**src/rtl/chess_pkg.sv**
```systemverilog
// Shared encodings for the chess turn controller: FSM states, turn polarity and
// J/K commands driven to the external turn flip-flop.
package chess_pkg;

  typedef enum logic [2:0] {
    ST_IDLE   = 3'd0,
    ST_ARM    = 3'd1,
    ST_RUN    = 3'd2,
    ST_SWITCH = 3'd3,
    ST_OVER   = 3'd4
  } state_t;

  localparam logic TURN_WHITE = 1'b0;
  localparam logic TURN_BLACK = 1'b1;

  typedef logic [1:0] jk_t;
  localparam jk_t JK_HOLD   = 2'b00;
  localparam jk_t JK_CLR    = 2'b01;
  localparam jk_t JK_TOGGLE = 2'b11;

endpackage

```
**src/rtl/chess_player_timer.sv**
```systemverilog
// One player's countdown: load, floor-at-zero decrement, then saturating increment.
// Result registered one cycle after the command; zero flags the post-decrement value.
module chess_player_timer #(
  parameter int TW = 8
) (
  input  logic          CLK,
  input  logic          RESET,
  input  logic          load,
  input  logic [TW-1:0] load_val,
  input  logic          dec,
  input  logic          add_inc,
  input  logic [TW-1:0] inc,
  output logic [TW-1:0] remaining,
  output logic          zero
);

  logic [TW-1:0] after_dec;
  logic [TW:0]   sum;

  always_comb begin
    after_dec = remaining;
    if (dec && (remaining != '0)) after_dec = remaining - 1'b1;
    sum = {1'b0, after_dec} + {1'b0, inc};
  end

  assign zero = (after_dec == '0);

  // The increment is applied on top of any tick in the same cycle.
  always_ff @(posedge CLK or posedge RESET) begin
    if (RESET) begin
      remaining <= '0;
    end else if (load) begin
      remaining <= load_val;
    end else if (add_inc) begin
      remaining <= sum[TW] ? '1 : sum[TW-1:0];
    end else if (dec) begin
      remaining <= after_dec;
    end
  end

endmodule

```
**src/rtl/chess_turn_ctrl.sv**
```systemverilog
// Game-flow controller driving the turn JK flip-flop, two Fischer clocks and the move counter.
// J/K registered one cycle after the deciding event; no backpressure, held buttons never repeat.
module chess_turn_ctrl
  import chess_pkg::*;
#(
  parameter int TW        = 8,
  parameter int INIT_TIME = 5,
  parameter int INC       = 2,
  parameter int MCW       = 8
) (
  input  logic           CLK,
  input  logic           RESET,
  input  logic           START,
  input  logic           WHITE_DONE,
  input  logic           BLACK_DONE,
  input  logic           TICK,
  input  logic           TURN_Q,
  output logic           TURN_J,
  output logic           TURN_K,
  output logic [TW-1:0]  WHITE_TIME,
  output logic [TW-1:0]  BLACK_TIME,
  output logic           FLAG_WHITE,
  output logic           FLAG_BLACK,
  output logic           RUNNING,
  output logic [MCW-1:0] MOVE_COUNT
);

  state_t state_q, state_d;
  jk_t    jk_q, jk_d;
  logic   arm_first_q;
  logic   turn_latch_q;
  logic   white_prev, black_prev;
  logic   white_edge, black_edge, mover_edge;
  logic   in_run, start_ok, flag_fall, move_ok;
  logic   white_zero, black_zero, active_zero;
  logic   white_dec, black_dec, white_add, black_add;

  assign white_edge  = WHITE_DONE & ~white_prev;
  assign black_edge  = BLACK_DONE & ~black_prev;
  assign in_run      = (state_q == ST_RUN);
  assign start_ok    = START & ((state_q == ST_IDLE) | (state_q == ST_OVER));
  assign mover_edge  = (TURN_Q == TURN_BLACK) ? black_edge : white_edge;
  assign active_zero = (TURN_Q == TURN_BLACK) ? black_zero : white_zero;
  assign white_dec   = in_run & TICK & (TURN_Q == TURN_WHITE);
  assign black_dec   = in_run & TICK & (TURN_Q == TURN_BLACK);
  // Flag-fall beats a move arriving in the same cycle.
  assign flag_fall   = in_run & TICK & active_zero;
  assign move_ok     = in_run & mover_edge & ~flag_fall;
  assign white_add   = move_ok & (TURN_Q == TURN_WHITE);
  assign black_add   = move_ok & (TURN_Q == TURN_BLACK);

  always_ff @(posedge CLK or posedge RESET) begin
    if (RESET) state_q <= ST_IDLE;
    else       state_q <= state_d;
  end

  always_comb begin
    state_d = state_q;
    unique case (state_q)
      ST_IDLE, ST_OVER: if (START) state_d = ST_ARM;
      // Leave ARM only once the force-white pulse has reached the flip-flop.
      ST_ARM:    if (!arm_first_q && (jk_q == JK_HOLD) && (TURN_Q == TURN_WHITE)) state_d = ST_RUN;
      ST_RUN:    if (flag_fall) state_d = ST_OVER;
                 else if (move_ok) state_d = ST_SWITCH;
      ST_SWITCH: if (TURN_Q != turn_latch_q) state_d = ST_RUN;
      default:   state_d = ST_IDLE;
    endcase
  end

  always_comb begin
    jk_d = JK_HOLD;
    if ((state_q == ST_ARM) && arm_first_q) jk_d = JK_CLR;
    if (move_ok) jk_d = JK_TOGGLE;
  end

  always_ff @(posedge CLK or posedge RESET) begin
    if (RESET) begin
      jk_q         <= JK_HOLD;
      arm_first_q  <= 1'b0;
      turn_latch_q <= 1'b0;
      white_prev   <= 1'b0;
      black_prev   <= 1'b0;
      FLAG_WHITE   <= 1'b0;
      FLAG_BLACK   <= 1'b0;
      MOVE_COUNT   <= '0;
    end else begin
      jk_q        <= jk_d;
      arm_first_q <= start_ok;
      white_prev  <= WHITE_DONE;
      black_prev  <= BLACK_DONE;
      if (move_ok) turn_latch_q <= TURN_Q;
      if (start_ok) begin
        FLAG_WHITE <= 1'b0;
        FLAG_BLACK <= 1'b0;
        MOVE_COUNT <= '0;
      end else begin
        if (flag_fall && (TURN_Q == TURN_WHITE)) FLAG_WHITE <= 1'b1;
        if (flag_fall && (TURN_Q == TURN_BLACK)) FLAG_BLACK <= 1'b1;
        if (black_add) MOVE_COUNT <= MOVE_COUNT + 1'b1;
      end
    end
  end

  assign TURN_J  = jk_q[1];
  assign TURN_K  = jk_q[0];
  assign RUNNING = (state_q == ST_RUN) | (state_q == ST_SWITCH);

  chess_player_timer #(.TW(TW)) u_white (
    .CLK       (CLK),
    .RESET     (RESET),
    .load      (start_ok),
    .load_val  (TW'(INIT_TIME)),
    .dec       (white_dec),
    .add_inc   (white_add),
    .inc       (TW'(INC)),
    .remaining (WHITE_TIME),
    .zero      (white_zero)
  );

  chess_player_timer #(.TW(TW)) u_black (
    .CLK       (CLK),
    .RESET     (RESET),
    .load      (start_ok),
    .load_val  (TW'(INIT_TIME)),
    .dec       (black_dec),
    .add_inc   (black_add),
    .inc       (TW'(INC)),
    .remaining (BLACK_TIME),
    .zero      (black_zero)
  );

endmodule

```
**config.mk**
```make
export PLATFORM = sky130hd
export DESIGN_NAME = chess_turn_ctrl
export DESIGN_NICKNAME = d
export VERILOG_FILES = /design/src/rtl/chess_pkg.sv /design/src/rtl/chess_player_timer.sv /design/src/rtl/chess_turn_ctrl.sv
export SDC_FILE = /design/constraint.sdc
export NUM_CORES = 1
export LEC_CHECK = 0
export ABC_CLOCK_PERIOD_IN_PS = 2550
export CORE_UTILIZATION = 50
export CTS_BUF_LIST = sky130_fd_sc_hd__clkbuf_8
export CTS_CLUSTER_SIZE = 12
export DETAILED_ROUTE_END_ITERATION = 16
export PLACE_DENSITY = 0.75
export REMOVE_ABC_BUFFERS = 1
export SKIP_CTS_REPAIR_TIMING = 1
export SLEW_MARGIN = 10
export SYNTH_ARGS = -nofsm -noshare
export SYNTH_HDL_FRONTEND = slang
export SYNTH_SLANG_ARGS = --single-unit
export TNS_END_PERCENT = 10
```
**constraint.sdc**
```tcl
create_clock -name CLK -period 2.55 [get_ports CLK]
set_input_delay 0.765 -clock CLK [delete_from_list [all_inputs] [get_ports CLK]]
set_output_delay 0.765 -clock CLK [all_outputs]
set_load 0.05 [all_outputs]
```
# After elaboration in Yosys (flattened, before gate mapping)
# Cells that the tools add are included.
[op_classes]
mux = 26
n_eq_ne = 9
n_bitwise = 17
add_sub_neg = 5
n_reduce_logical = 21
[ops]
columns = ["operator", "count"]
rows = [
  ["8-bit two-way mux", 12],
  ["8-bit by 2-bit adder with 9-bit output (second input constant)", 2],
  ["8-bit logical NOT", 2],
  ["8-bit nonzero test", 2],
  ["8-bit by 1-bit subtractor with 8-bit output (second input constant)", 2],
  ["3-bit two-way mux", 5],
  ["3-bit one-hot mux with 4 select lines", 1],
  ["1-bit bitwise AND", 11],
  ["8-bit by 1-bit adder with 8-bit output (second input constant)", 1],
  ["1-bit logical AND", 7],
  ["1-bit two-way mux", 7],
  ["3-bit by 2-bit equality test with 1-bit output (second input constant)", 2],
  ["2-bit inequality test (second input constant)", 3],
  ["2-bit nonzero test", 3],
  ["3-bit nonzero test", 2],
  ["1-bit NOT", 4],
  ["4-bit AND reduction", 1],
  ["3-bit by 1-bit equality test with 1-bit output (second input constant)", 1],
  ["3-bit equality test (second input constant)", 1],
  ["3-bit logical NOT", 1],
  ["3-bit by 1-bit inequality test with 1-bit output (second input constant)", 1],
  ["2-bit logical NOT", 1],
  ["2-bit two-way mux", 1],
  ["1-bit bitwise OR", 2],
  ["3 further kinds", 3],
]
[totals]
output_inout_bits = 29
reg_bits = 35
inputBits = 7
elab_cells = 89

# Longest topological paths before layout
[logic_depth]
depth_word = 13
depth_mapped = 11

# By module
# Synthesis repeated with hierarchy kept, for this count alone.
[unflattened]
cells_unflattened = 393
area_unflattened_um2 = 3377.0
[modules_own_cells]
columns = ["module", "n_inst", "area_per_inst_um2", "cells_each", "seq_area_each_um2"]
rows = [
  ["chess_player_timer", 2, 1192.4, 146, 200.2],
  ["chess_turn_ctrl", 1, 992.2, 101, 475.5],
]

# Least setup slack after synthesis
# No wires, ideal clock.
[synth_timing]
path_type = "register to register"
start = "register u_white.remaining[0]"
end = "register u_white.remaining[7]"
path_slack_ns = -0.602
arrival_time_ns = 3.033
period_less_slack_ns = 3.152
t_required_ns = 2.430
stages_incl_launch_ff = 11
setup_time_ns = 0.120
n_path_buf = 0
path_cell_list = "dfrtp_1 inv_1 ha_1 nor3b_2 a211oi_1 mux2_2 inv_1 ha_1 nand3_1 or4_1 and3_1"
[synth_between]
elab_chain_len = 11
[synth_rtl]
columns = ["element", "line_no", "source"]
rows = [
  ["from (decl)", "chess_player_timer.sv:13", "output logic [TW-1:0] remaining,"],
  ["from (signal assigned)", "chess_player_timer.sv:33", "remaining <= load_val;"],
  ["from (signal assigned)", "chess_player_timer.sv:35", "remaining <= sum[TW] ? '1 : sum[TW-1:0];"],
  ["from (signal assigned)", "chess_player_timer.sv:37", "remaining <= after_dec;"],
  ["parallel branches: the longest is 2 deep, another holds 8-bit by 1-bit subtractor with 8-bit output", "--", ""],
  ["8-bit two-way mux (*)", "chess_player_timer.sv:22", "if (dec && (remaining != '0)) after_dec = remaining - 1'b1;"],
  ["parallel branches: the longest is 8 deep, another holds 8-bit by 2-bit adder with 9-bit output", "--", ""],
]
# Every way passes the cells marked *. The select of a mux whose other input is x is not followed.
# A chain may end at the register's enable or synchronous reset.

# Final worst setup path
[layout_timing]
start = "input TURN_Q"
end = "register state_q[0]"
[layout_between]
elab_chain_len = 11
[layout_rtl]
columns = ["element", "line_no", "source"]
rows = [
  ["from (decl)", "chess_turn_ctrl.sv:17", "input logic TURN_Q,"],
  ["1-bit NOT", "chess_turn_ctrl.sv:44, chess_turn_ctrl.sv:62", ""],
  ["1-bit bitwise AND", "chess_turn_ctrl.sv:44", "assign white_dec = in_run & TICK & (TURN_Q == TURN_WHITE);"],
  ["1-bit logical AND", "chess_player_timer.sv:22", ""],
  ["8-bit two-way mux", "chess_player_timer.sv:22", ""],
  ["8-bit logical NOT", "chess_player_timer.sv:26", "assign zero = (after_dec == '0);"],
  ["1-bit two-way mux", "chess_turn_ctrl.sv:43", "assign active_zero = (TURN_Q == TURN_BLACK) ? black_zero : white_zero;"],
  ["1-bit bitwise AND", "chess_turn_ctrl.sv:47", "assign flag_fall = in_run & TICK & active_zero;"],
  ["1-bit NOT", "chess_turn_ctrl.sv:48", "assign move_ok = in_run & mover_edge & ~flag_fall;"],
  ["1-bit bitwise AND", "chess_turn_ctrl.sv:48", ""],
  ["3-bit by 1-bit inequality test with 1-bit output (no line)", "--", ""],
  ["4-bit AND reduction (no line)", "--", ""],
  ["to (signal assigned)", "chess_turn_ctrl.sv:54", "else state_q <= state_d;"],
  ["to (decl)", "chess_turn_ctrl.sv:28", "state_t state_q, state_d;"],
]
# Parallel ways exist; a longest one is shown, timed or not.

==> metrics <==
outcome finished with violations; failing checks setup timing; core region area 4500 µm²; Worst Path Arrival 3150 ps; WS Path Type input pin to register; CP max stage cell or4_4; HP Class register to register; number of flops mapped to enable cells by yosys 0; Fin. Hold Viols 0; Net count, final 404; count of placed standard cells including taps 434; area of the multi-input gates 1620 µm²; Setup-failing EPs final 29; CP endpoint kind register; Fin Clk Skew roughly 6.8 ps; total power 0.00461 W; # diodes 0; GRT Total Usage 0.306; power share of the sequential group 0.196; Sink Count 35; startpoint types input pin; die width between 70 and 80 µm; I/O Pins 36; MaxCap Viol Count 0; Yosys Warn Count 0; remaining global-route overflow 0; dominant synthesized flop cell dfrtp_1; register bit total from synthesis 35; post-synthesis sequential area ratio 0.362; period utilization 1.17; pwr dens 1250 nW/µm²; Rows 24; slew margin rel. 0.656; Post-synth ARST share 1.00; Synth area leaders dfrtp_1 36%, nand2_1 4.3%, xnor2_1 4.3%; GPL Wtd Cong 0.998; worst path required time 2720 ps; Comb power frac 0.703; layout cells sized above 1 0.357; Max stage delay on crit path between 500 and 600 ps; largest net degree at the start of global routing 36; cts bufs inserted 5; wire length per cell 17.9 µm; clock share of power 0.101; FF+latch area about 900 µm²; CP max FO 5; area share of the largest cell type after synthesis 0.362; Post-Syn Area per Cell slightly below 9 µm²; LEAKAGE 1.61 nW; P_sw 0.00223 W; Sw Ratio 0.484; vias per cell 6.09; root buf cell clkbuf_8; RSZ-0062 raised after global routing true; drt pass-1 iters 5; CTS max path bufs 2; number of global-route vias before repair ~2,500; crit path time final 2980 ps; Post-Synthesis Cells roughly 280; max-slew violations 0; internal power 0.00238 W; Initial DRC Count 309; Residual DRC 0; Via Count roughly 2,700; CTS tree built; # fillers around 280; Mapped Area 2420 µm²; Finished Layout Cells about 440; maximum clock frequency roughly 340 MHz; clock slew at reported path FFs 80 ps; Peak VDD IR 779 µV; final wirelength 7970 µm; Die Y between 70 and 80 µm; CP cell instances buf_6 -> or4_4 -> or4_4 -> mux2i_4 -> nand4_1 -> o22ai_4 -> buf_6 -> nor2_1 -> nor3_1 -> a211oi_1; hpwl dp between 5000 and 6000 µm; Cell variety after synth 56; IO Port Bufs 35; global-route wire length before repair between 10,000 and 15,000 µm; H-tree depth 2; full die area 5130 µm²; measured slew at the worst slew-check pin 514 ps; cell taking the most area after synthesis dfrtp_1; final worst slack -432 ps; synthesis-to-finish area growth 52.5%; antenna violations before repair 0; initial core utilization 0.538; DRT antenna net count 0; Clk Latency, worst-skew pair 290 ps
synth_stat cells (all sizes together), types with 3 or more instances:
master	number
o221a	4
inv	12
nand4	9
a2111oi	3
or4	7
xnor2	12
a31oi	3
nor2	23
nor3	12
or2	3
and3	4
a211oi	4
nor3b	6
o22ai	4
dfrtp	35
nor4	11
buf	5
nand3	10
o21ai	12
a21oi	13
nand2	28
ha	6
clkbuf	5
o211ai	3
mux2i	7
xor2	5
and2	5
power groups by stage:
stage	clock network (W)	registers [W]	logic, W
2_1_floorplan	0	0.00152	0.00102
3_3_place_gp	0	0.000885	0.00291
3_5_place_dp	0	0.000895	0.00297
4_1_cts	0.000463	0.000883	0.00300
5_1_grt	0.000488	0.000926	0.00343
6_report	0.000467	0.000903	0.00324
cells in the final DEF, fill, tap and decap left out, types with 3 or more instances in the layout:
cell type / count
buf_4: 79
dfrtp_1: 35
clkdlybuf4s50_1: 32
nand2_1: 24
nor2_1: 21
inv_1: 11
nor3_1: 10
xnor2_1: 10
nand4_1: 9
a21oi_1: 9
nand3_1: 9
nor4_1: 8
clkbuf_8: 7
o21ai_0: 6
mux2i_1: 6
xor2_1: 5
ha_1: 5
buf_6: 5
or4_1: 4
and2_1: 4
and3_1: 4
nand2_2: 4
o21ai_1: 4
a21oi_2: 4
or2_2: 3
or4_4: 3
nor3b_1: 3
a211oi_1: 3
nor4_2: 3
a31oi_1: 3
final cells by class:
cell class,count,area share
clock inverters,1,0.00203
multi-input cells,219,0.438
inverters,13,0.0132
flip-flops and latches,35,0.237
repair buffers,117,0.266
well taps,52,0.0176
clock buffers,7,0.0261
routing by layer:
layer  track usage  up-vias  part of all wire  wire, µm
met1         0.422     1318              0.43      3390
met3        0.0549       15             0.064       512
met5             0        -                 0         0
li1              -     1260                 -         -
met4        0.0632        0             0.015       116
met2         0.507      112              0.49      3940
critical path: cells and delay by family:
| kind | cells | cell delay [ps] |
|---|---|---|
| mux | 1 | 200 |
| compound gates | 2 | 420 |
| simple gates | 5 | 1490 |
| buf+inv | 2 | 270 |
logic make-up after synthesis:
group / count (synthesis) / share of synthesized area
DFF: 35 / 0.362
adders and majority gates: 6 / 0.0310
xor gates and xnor gates: 17 / 0.0615
AOI/OAI and AO/OA: 57 / 0.170
buffers and inverters: 23 / 0.0434
muxes: 9 / 0.0382
and+or+nand+nor: 130 / 0.294
state kept, by name (all words and copies together), names as in the netlist:
register           flops
MOVE_COUNT             8
black_prev             1
u_white.remaining      8
white_prev             1
turn_latch_q           1
state_q                3
u_black.remaining      8
FLAG_BLACK             1
FLAG_WHITE             1
arm_first_q            1
jk_q                   2
final timing paths:
| path | end | slack [ps] | start | depth (start not counted) |
|---|---|---|---|---|
| max | state_q[0] | -430 | TURN_Q | 10 |
| min | FLAG_WHITE | 500 | FLAG_WHITE | 1 |
| max reg2reg | state_q[0] | -380 | u_black.remaining[2] | 10 |
| min reg2reg | FLAG_WHITE | 500 | FLAG_WHITE | 1 |
| max in group asynchronous | black_prev | 1340 | RESET | 3 |
| min in group asynchronous | state_q[0] | 890 | RESET | 3 |
through the flow:
step	utilization	setup WS [ps]	TNS (ps)	area, µm²	hold slack, ps
detailed placement	0.750	-1030	-28990	3380	488
global route	0.820	-498	-10350	3690	519
floorplan	-	-605	-12810	2370	480
global placement	0.750	-904	-24830	3380	476
CTS	0.773	-730	-19290	3480	505
finish	0.820	-432	-8430	3690	500
Power figures use the tool's default switching activity.
